--- config.mk ---
export PLATFORM = sky130hd
export DESIGN_NAME = div_bcd_format
export DESIGN_NICKNAME = d
export VERILOG_FILES = /design/src/rtl/div_pkg.sv /design/src/rtl/bcd_add3.sv /design/src/rtl/div_bcd_format.sv
export SDC_FILE = /design/constraint.sdc
export NUM_CORES = 1
export LEC_CHECK = 0
export CORE_MARGIN = 5
export CORE_UTILIZATION = 59
export DETAILED_ROUTE_END_ITERATION = 10
export PLACE_DENSITY = 0.84
export SLEW_MARGIN = 20
export SYNTH_ARGS = -nofsm -noshare
export SYNTH_HDL_FRONTEND = slang
export SYNTH_SLANG_ARGS = --single-unit
--- constraint.sdc ---
create_clock -name clk -period 4.3 [get_ports clk]
set_input_delay 0.86 -clock clk [delete_from_list [all_inputs] [get_ports clk]]
set_output_delay 0.86 -clock clk [all_outputs]
set_load 0.02 [all_outputs]
--- src/rtl/div_pkg.sv ---
// Shared definitions for the divider result path: the formatter FSM state
// type and the BCD digit-count derivation.
package div_pkg;

  // Formatter FSM states
  typedef enum logic [1:0] {
    IDLE = 2'd0,
    CONV = 2'd1,
    DONE = 2'd2
  } div_state_t;

  // Number of BCD digits needed to hold an unsigned value of w bits
  function automatic int digits_f(input int w);
    return (3 * w) / 10 + 1;
  endfunction

endpackage

--- src/rtl/bcd_add3.sv ---
// One BCD digit correction for double-dabble: add 3 when the digit is 5 or
// more, so the following left shift carries correctly into the next digit.
module bcd_add3 (
  input  logic [3:0] din,
  output logic [3:0] dout
);

  // Conditional +3 correction
  always_comb begin
    if (din >= 4'd5) begin
      dout = din + 4'd3;
    end else begin
      dout = din;
    end
  end

endmodule

--- src/rtl/div_bcd_format.sv ---
// Converts a divider quotient/remainder pair into sign flags plus packed BCD
// magnitudes. Both values run through double-dabble in parallel, one bit per
// clock, so a conversion takes width cycles followed by a one-cycle done.
module div_bcd_format
  import div_pkg::*;
#(
  parameter int width = 6,
  localparam int DIGITS = digits_f(width)
) (
  input  logic                  clk,
  input  logic                  rst_n,
  input  logic                  start,
  input  logic                  sign,
  input  logic [width-1:0]      quotient,
  input  logic [width-1:0]      remainder,
  output logic                  busy,
  output logic                  done,
  output logic                  q_neg,
  output logic [4*DIGITS-1:0]   q_bcd,
  output logic                  r_neg,
  output logic [4*DIGITS-1:0]   r_bcd
);

  localparam int CW = $clog2(width + 1);
  localparam logic [CW-1:0]       CNT_LOAD = CW'(width);
  localparam logic [CW-1:0]       CNT_ONE  = {{(CW-1){1'b0}}, 1'b1};
  localparam logic [CW-1:0]       CNT_ZERO = {CW{1'b0}};
  localparam logic [width-1:0]    MAG_ZERO = {width{1'b0}};
  localparam logic [4*DIGITS-1:0] BCD_ZERO = {(4*DIGITS){1'b0}};

  div_state_t state_r, state_s;

  logic [CW-1:0]       cnt_r;
  logic [width-1:0]    q_mag_r, r_mag_r;
  logic                q_neg_cap_r, r_neg_cap_r;
  logic [4*DIGITS-1:0] q_acc_r, r_acc_r;
  logic [4*DIGITS-1:0] q_adj_s, r_adj_s;
  logic [4*DIGITS-1:0] q_acc_s, r_acc_s;

  logic                capture_s, step_s, last_s;
  logic                q_neg_in_s, r_neg_in_s;
  logic [width-1:0]    q_mag_in_s, r_mag_in_s;

  // Sign decode: negate only when signed mode and the operand MSB is set.
  // The most-negative value negates to itself, which read unsigned is the
  // correct magnitude 2^(width-1).
  always_comb begin
    q_neg_in_s = sign & quotient[width-1];
    r_neg_in_s = sign & remainder[width-1];
    if (q_neg_in_s) begin
      q_mag_in_s = -quotient;
    end else begin
      q_mag_in_s = quotient;
    end
    if (r_neg_in_s) begin
      r_mag_in_s = -remainder;
    end else begin
      r_mag_in_s = remainder;
    end
  end

  // Per-digit add-3 correction on both accumulators
  for (genvar d = 0; d < DIGITS; d++) begin : g_digit
    bcd_add3 u_q_add3 (.din(q_acc_r[4*d +: 4]), .dout(q_adj_s[4*d +: 4]));
    bcd_add3 u_r_add3 (.din(r_acc_r[4*d +: 4]), .dout(r_adj_s[4*d +: 4]));
  end

  // Shift the corrected digits left, feeding in the next magnitude bit
  always_comb begin
    q_acc_s = {q_adj_s[4*DIGITS-2:0], q_mag_r[width-1]};
    r_acc_s = {r_adj_s[4*DIGITS-2:0], r_mag_r[width-1]};
  end

  // FSM state register
  always_ff @(posedge clk or negedge rst_n) begin
    if (!rst_n) begin
      state_r <= IDLE;
    end else begin
      state_r <= state_s;
    end
  end

  // FSM next-state and datapath strobes
  always_comb begin
    state_s   = state_r;
    capture_s = 1'b0;
    step_s    = 1'b0;
    last_s    = 1'b0;
    case (state_r)
      IDLE: begin
        if (start) begin
          capture_s = 1'b1;
          state_s   = CONV;
        end else begin
          state_s   = IDLE;
        end
      end
      CONV: begin
        step_s = 1'b1;
        if (cnt_r == CNT_ONE) begin
          last_s  = 1'b1;
          state_s = DONE;
        end else begin
          state_s = CONV;
        end
      end
      DONE: begin
        state_s = IDLE;
      end
      default: begin
        state_s = IDLE;
      end
    endcase
  end

  // Conversion datapath: capture operands, step double-dabble, publish results
  always_ff @(posedge clk or negedge rst_n) begin
    if (!rst_n) begin
      cnt_r       <= CNT_ZERO;
      q_mag_r     <= MAG_ZERO;
      r_mag_r     <= MAG_ZERO;
      q_neg_cap_r <= 1'b0;
      r_neg_cap_r <= 1'b0;
      q_acc_r     <= BCD_ZERO;
      r_acc_r     <= BCD_ZERO;
      q_neg       <= 1'b0;
      r_neg       <= 1'b0;
      q_bcd       <= BCD_ZERO;
      r_bcd       <= BCD_ZERO;
    end else if (capture_s) begin
      cnt_r       <= CNT_LOAD;
      q_mag_r     <= q_mag_in_s;
      r_mag_r     <= r_mag_in_s;
      q_neg_cap_r <= q_neg_in_s;
      r_neg_cap_r <= r_neg_in_s;
      q_acc_r     <= BCD_ZERO;
      r_acc_r     <= BCD_ZERO;
    end else if (step_s) begin
      cnt_r   <= cnt_r - CNT_ONE;
      q_mag_r <= {q_mag_r[width-2:0], 1'b0};
      r_mag_r <= {r_mag_r[width-2:0], 1'b0};
      q_acc_r <= q_acc_s;
      r_acc_r <= r_acc_s;
      if (last_s) begin
        q_bcd <= q_acc_s;
        r_bcd <= r_acc_s;
        q_neg <= q_neg_cap_r;
        r_neg <= r_neg_cap_r;
      end
    end
  end

  // Registered status: busy outside IDLE, done for the single DONE cycle
  always_ff @(posedge clk or negedge rst_n) begin
    if (!rst_n) begin
      busy <= 1'b0;
      done <= 1'b0;
    end else begin
      busy <= (state_s != IDLE);
      done <= (state_s == DONE);
    end
  end

endmodule

## Word level (Yosys, flattened, before mapping)

Cells that the tools add are included.
W data, S select, Z words.

| operators by class | value |
|---|---|
| add/sub/neg operators | 7 |
| multiply operators | 0 |
| div/mod/pow operators | 0 |
| magnitude comparators | 4 |
| equal/unequal tests | 3 |
| shift operators | 0 |
| muxes and demuxes | 24 |
| bitwise logic cells | 3 |
| reduce and logical (&&, ||, !) cells | 4 |

Operators with widths:

| operator | number |
|---|---|
| $mux W6 | 6 |
| $mux W8 | 4 |
| $ge A4 B3 Y1 const B | 4 |
| $mux W3 | 4 |
| $neg A6 Y6 | 2 |
| $add A4 B2 Y4 const B | 2 |
| $mux W4 | 2 |
| $add A3 B2 Y3 const B | 2 |
| $mux W1 | 6 |
| $pmux W2 S2 | 1 |
| $reduce_bool A2 Y1 | 2 |
| $eq A3 B1 Y1 const B | 1 |
| $reduce_and A3 Y1 | 1 |
| $sub A3 B1 Y3 const B | 1 |
| $and A1 B1 Y1 | 2 |
| $eq A2 B1 Y1 const B | 1 |
| $eq A2 B2 Y1 const B | 1 |
| $logic_not A2 Y1 | 1 |
| $mux W2 | 1 |
| $not A1 Y1 | 1 |

| word-level totals | value |
|---|---|
| register bits | 55 |
| latch bits | 0 |
| RAM bits | 0 |
| memory bits (read-only) | 0 |
| input port bits | 16 |
| output and inout bits | 20 |
| word-level logic and storage cells | 59 |
| memories | 0 |

## Depth between registers and ports, before layout

| logic depth | value |
|---|---|
| word-level depth | 4 |
| depth in mapped cells | 8 |
| mapped depth without buffers | 7 |

## Modules after synthesis

From an unflattened synthesis, not the netlist that was laid out.

| second synthesis, totals | value |
|---|---|
| cells, all modules | 251 |
| area, all modules | 2775.2 um^2 |

Modules (own cells, without submodules):

| module | instances | cells each | area an instance (um^2) | sequential area each (um^2) |
|---|---|---|---|---|
| div_bcd_format | 1 | 187 | 2369.8 | 1376.3 |
| bcd_add3 | 4 | 16 | 101.3 | 0.0 |

## Worst setup path before layout

Ideal clock, no wire load.

| timing | value |
|---|---|
| path kind | input-to-reg |
| from | in remainder[0] |
| to | reg r_mag_r[4] |
| library setup time | 0.128 ns |
| data arrival time | 1.659 ns |
| data required time | 4.172 ns |
| setup slack | 2.513 ns |
| cell stages on the path | 6 |
| cells stage by stage | inv_1 -> ha_1 -> nor3b_1 -> nor3_1 -> o32ai_1 -> o21ai_0 |

| on the way | value |
|---|---|
| longest elaborated chain between the ends | 3 |

RTL lines:

| item | line | text |
|---|---|---|
| start, declared | div_bcd_format.sv:15 | `input logic [width-1:0] remainder,` |
| $neg A6 Y6 | div_bcd_format.sv:56 | `r_mag_in_s = -remainder;` |
| $mux W6 | div_bcd_format.sv:55 | `if (r_neg_in_s) begin` |
| $mux W6 | div_bcd_format.sv:130 | `end else if (capture_s) begin` |
| end signal, assigned | div_bcd_format.sv:133 | `r_mag_r <= r_mag_in_s;` |
| end signal, assigned | div_bcd_format.sv:141 | `r_mag_r <= {r_mag_r[width-2:0], 1'b0};` |
| end, declared | div_bcd_format.sv:34 | `logic [width-1:0] q_mag_r, r_mag_r;` |

Every way passes these cells.
A chain may end at the register's enable or synchronous reset.

## Final worst setup path

| timing | value |
|---|---|
| from | in start |
| to | reg q_acc_r[1] |

| on the way | value |
|---|---|
| longest elaborated chain between the ends | 3 |

RTL lines:

| item | line | text |
|---|---|---|
| start, declared | div_bcd_format.sv:12 | `input logic start,` |
| $mux W1 (*) | div_bcd_format.sv:91 | `if (start) begin` |
| $mux W1 (*) | div_bcd_format.sv:89 | `case (state_r)` |
| $mux W8 / $reduce_bool A2 Y1 (equally long branches) | -- |  |
| end signal, assigned | div_bcd_format.sv:142 | `q_acc_r <= q_acc_s;` |
| end, declared | div_bcd_format.sv:36 | `logic [4*DIGITS-1:0] q_acc_r, r_acc_r;` |

Mark *: on every way between the ends. The rest lies on a longest branch, timed or not.

==> flow_summary.yaml <==
status:
  status: "complete, no violations"
cts:
  cts_sinks: 55
  path_clk_slew_ps: 90
  postCtsSetupRepairBufs: 0
  cts_buffers: 5
  cts_resized: 0
  h-tree-depth: 2
  clockBufferDepth: 2
  cts_hold_buf: 0
  clkLatencyLatePin_ps: 300
  cts_tree: "built"
  cts_root_buf: "clkbuf_8"
drt:
  drt_iter0_markers: 148
  wl_per_cell_um: 14.40
  drtAntennaViolNets: 0
  drc_errors: 0
  first_pass_iters: 4
  avgViaCountPerCell: 5.709
  vias: 2038
  wirelength_um: 5142
logic_synthesis:
  synth-seq-cells: 55
  synth_area_per_cell_um2: 9.803
  synthCells: 272
  ys_seq_area_share_pct: 51.62
  synth_fp_nets: 300
  synthDistinctLibCells: 35
  yosysTopAreaCellShare_pct: 51.62
  synth_top_cell_by_area: "dfrtp_1"
  yosys-top-cells-area: "dfrtp_1 52%, o21ai_0 6.2%, nand2_1 6.1%"
  syn_area_mm2: 0.002666
  ys_warn_count: 0
placement:
  dp_hpwl_um: 3827
  post-place-cells: 349
  numPortBuffers: 35
  gp_congestion: 0.8273
critical_path:
  worstPathCellList: "clkdlybuf4s50_1 -> o21ai_1 -> inv_1 -> o22ai_1"
  cp_data_arrival_time_ps: 2710
  r2r_slack_ps: 2370
  cp_max_fo: 13
  crit_path_end_kind: "flop"
  crit_type: "in2reg"
  startpoint_type: "input pin"
  critical-path-max-stage-delay_ps: 670
  cp.required_ps: 4520
  cpMaxStageDelayCell: "o21ai_1"
timing:
  rsz0062_at_grt: "no"
  worstMarginPinSlew_ps: 850.2
  max_freq_ghz: 0.4002
  slew_headroom_pct: 43.32
  hold_viol: 0
  min_period_ps: 2499
  fin_tns_setup_ps: 0
  setup_viol: 0
  hold_ws_ps: 473.0
  fin_skew_ps: 4.567
  fin_crit_sh_pct: 58.11
  drv_slew: 0
power:
  power_density_mw_per_mm2: 714.8
  finalPower_mw: 2.225
  ir_drop_uv: 285.8
  p_leak_nw: 1.407
grt:
  met1_usage_pct: 23.20
  track_usage_pct: 18.61
  met2_usage_pct: 32.32
  grt_pass1_wl_um: 9177
  grt_overflow: 0
  antenna_found_initial: 0
  grt_pass1_vias: 2009
  top_usage_layer: "met2"
  grt_start_max_net_pins: 40
  grt_util_met3_pct: 3.747
floorplanning:
  row_count: 24
  core_mm2: 0.004384
  top_level_ports: 36
  dieArea_mm2: 0.005964
  die_h_um: 77.23
  initial_core_util_pct: 60.82
  fp.dieW_um: 77.23
worst_hold_path:
  hp-class: "reg2reg"
final_layout:
  drive_above_1_share_pct: 7.541
  syn2layout_area_growth_pct: 16.75
  final_cells: 357
  fillers: 347
  mostFrequentLayoutCell: "dfrtp_1"
  nets: 332
  utilization_pct: 71.00
  insertedDiodeCount: 0
  final_cell_mix: "55 x dfrtp_1, 43 x nand2_1, 34 x clkdlybuf4s50_1"
run:
  drv_cap: 0
[final cells by class]
| cell class | count | area (um^2) | area share, % |
|---|---|---|---|
| Sequential cell | 55 | 1376 | 44.21 |
| Multi-Input combinational cell | 186 | 1137 | 36.54 |
| Timing Repair Buffer | 37 | 360.3 | 11.58 |
| Clock buffer | 8 | 100.1 | 3.215 |
| Inverter | 19 | 73.82 | 2.371 |
| Tap cell | 52 | 65.06 | 2.090 |
[power breakdown]
part / leakage (nW) / internal (mW) / switching (mW) / total [mW]
logic: 0.667 / 0.452 / 0.571 / 1.02
clock network: 0.0515 / 0.147 / 0.159 / 0.306
registers: 0.689 / 0.744 / 0.151 / 0.895
total: 1.41 / 1.34 / 0.882 / 2.23
[flip-flops by register name, summed over array words and instances, names as in the netlist, 2 cells and up]
name and cells:
q_acc_r 8, q_bcd 8, r_acc_r 8, r_bcd 8, q_mag_r 6, r_mag_r 6
cnt_r 3, state_r 2
[synth_stat cells, drive strengths merged]
master	n
or4	2
nor3	10
nand3	3
a211oi	4
nand2	44
mux2i	2
nor2	9
o22ai	11
a31oi	5
o311ai	1
inv	19
mux2	4
o32ai	1
a22oi	4
nor2b	1
or3b	4
dfrtp	55
o21ai	39
nor3b	3
o21a	1
and2b	1
a21oi	9
buf	10
xnor2	9
and3	2
ha	12
nand2b	5
clkbuf	2
[stage by stage]
stage / cell area (um^2) / setup WS (ps)
floorplan: 2666 / 2513
detailed placement: 3013 / 1492
CTS: 3113 / 1819
finish: 3113 / 1801
global placement: 3013 / 1562
global route: 3113 / 1581
[layer usage]
metal / part of all wire, % / vias up
met5: 0 / -
met4: 1.3 / 0
met3: 5.2 / 9
met2: 52 / 51
met1: 42 / 976
li1: - / 1002
[final timing paths]
kind                                  start  cells past startpoint         end
worst max-delay path                  start                      4  q_acc_r[1]
worst max register to register   state_r[0]                      3  q_acc_r[1]
max in group asynchronous             rst_n                      2    cnt_r[0]
min in group asynchronous             rst_n                      1    q_bcd[5]
worst min-delay path            q_neg_cap_r                      2       q_neg
worst min register to register  q_neg_cap_r                      2       q_neg
[cell families after synthesis]
group,count (synthesis),share of synthesized area (%)
AO/OA/AOI/OAI,75,16.19
XOR/XNOR,9,2.957
adder cells (fa/ha/maj),12,5.631
buffers and inverters,31,5.725
flip-flops,55,51.62
multiplexers,6,2.440
AND/OR/NAND/NOR,84,15.44
[worst max-delay path, delay by kind of cell]
family	cells	cell delay, ps
buffers and inverters	2	900
AOI/OAI and AO/OA	2	940
Note: power is estimated with default switching activity, not from simulation.
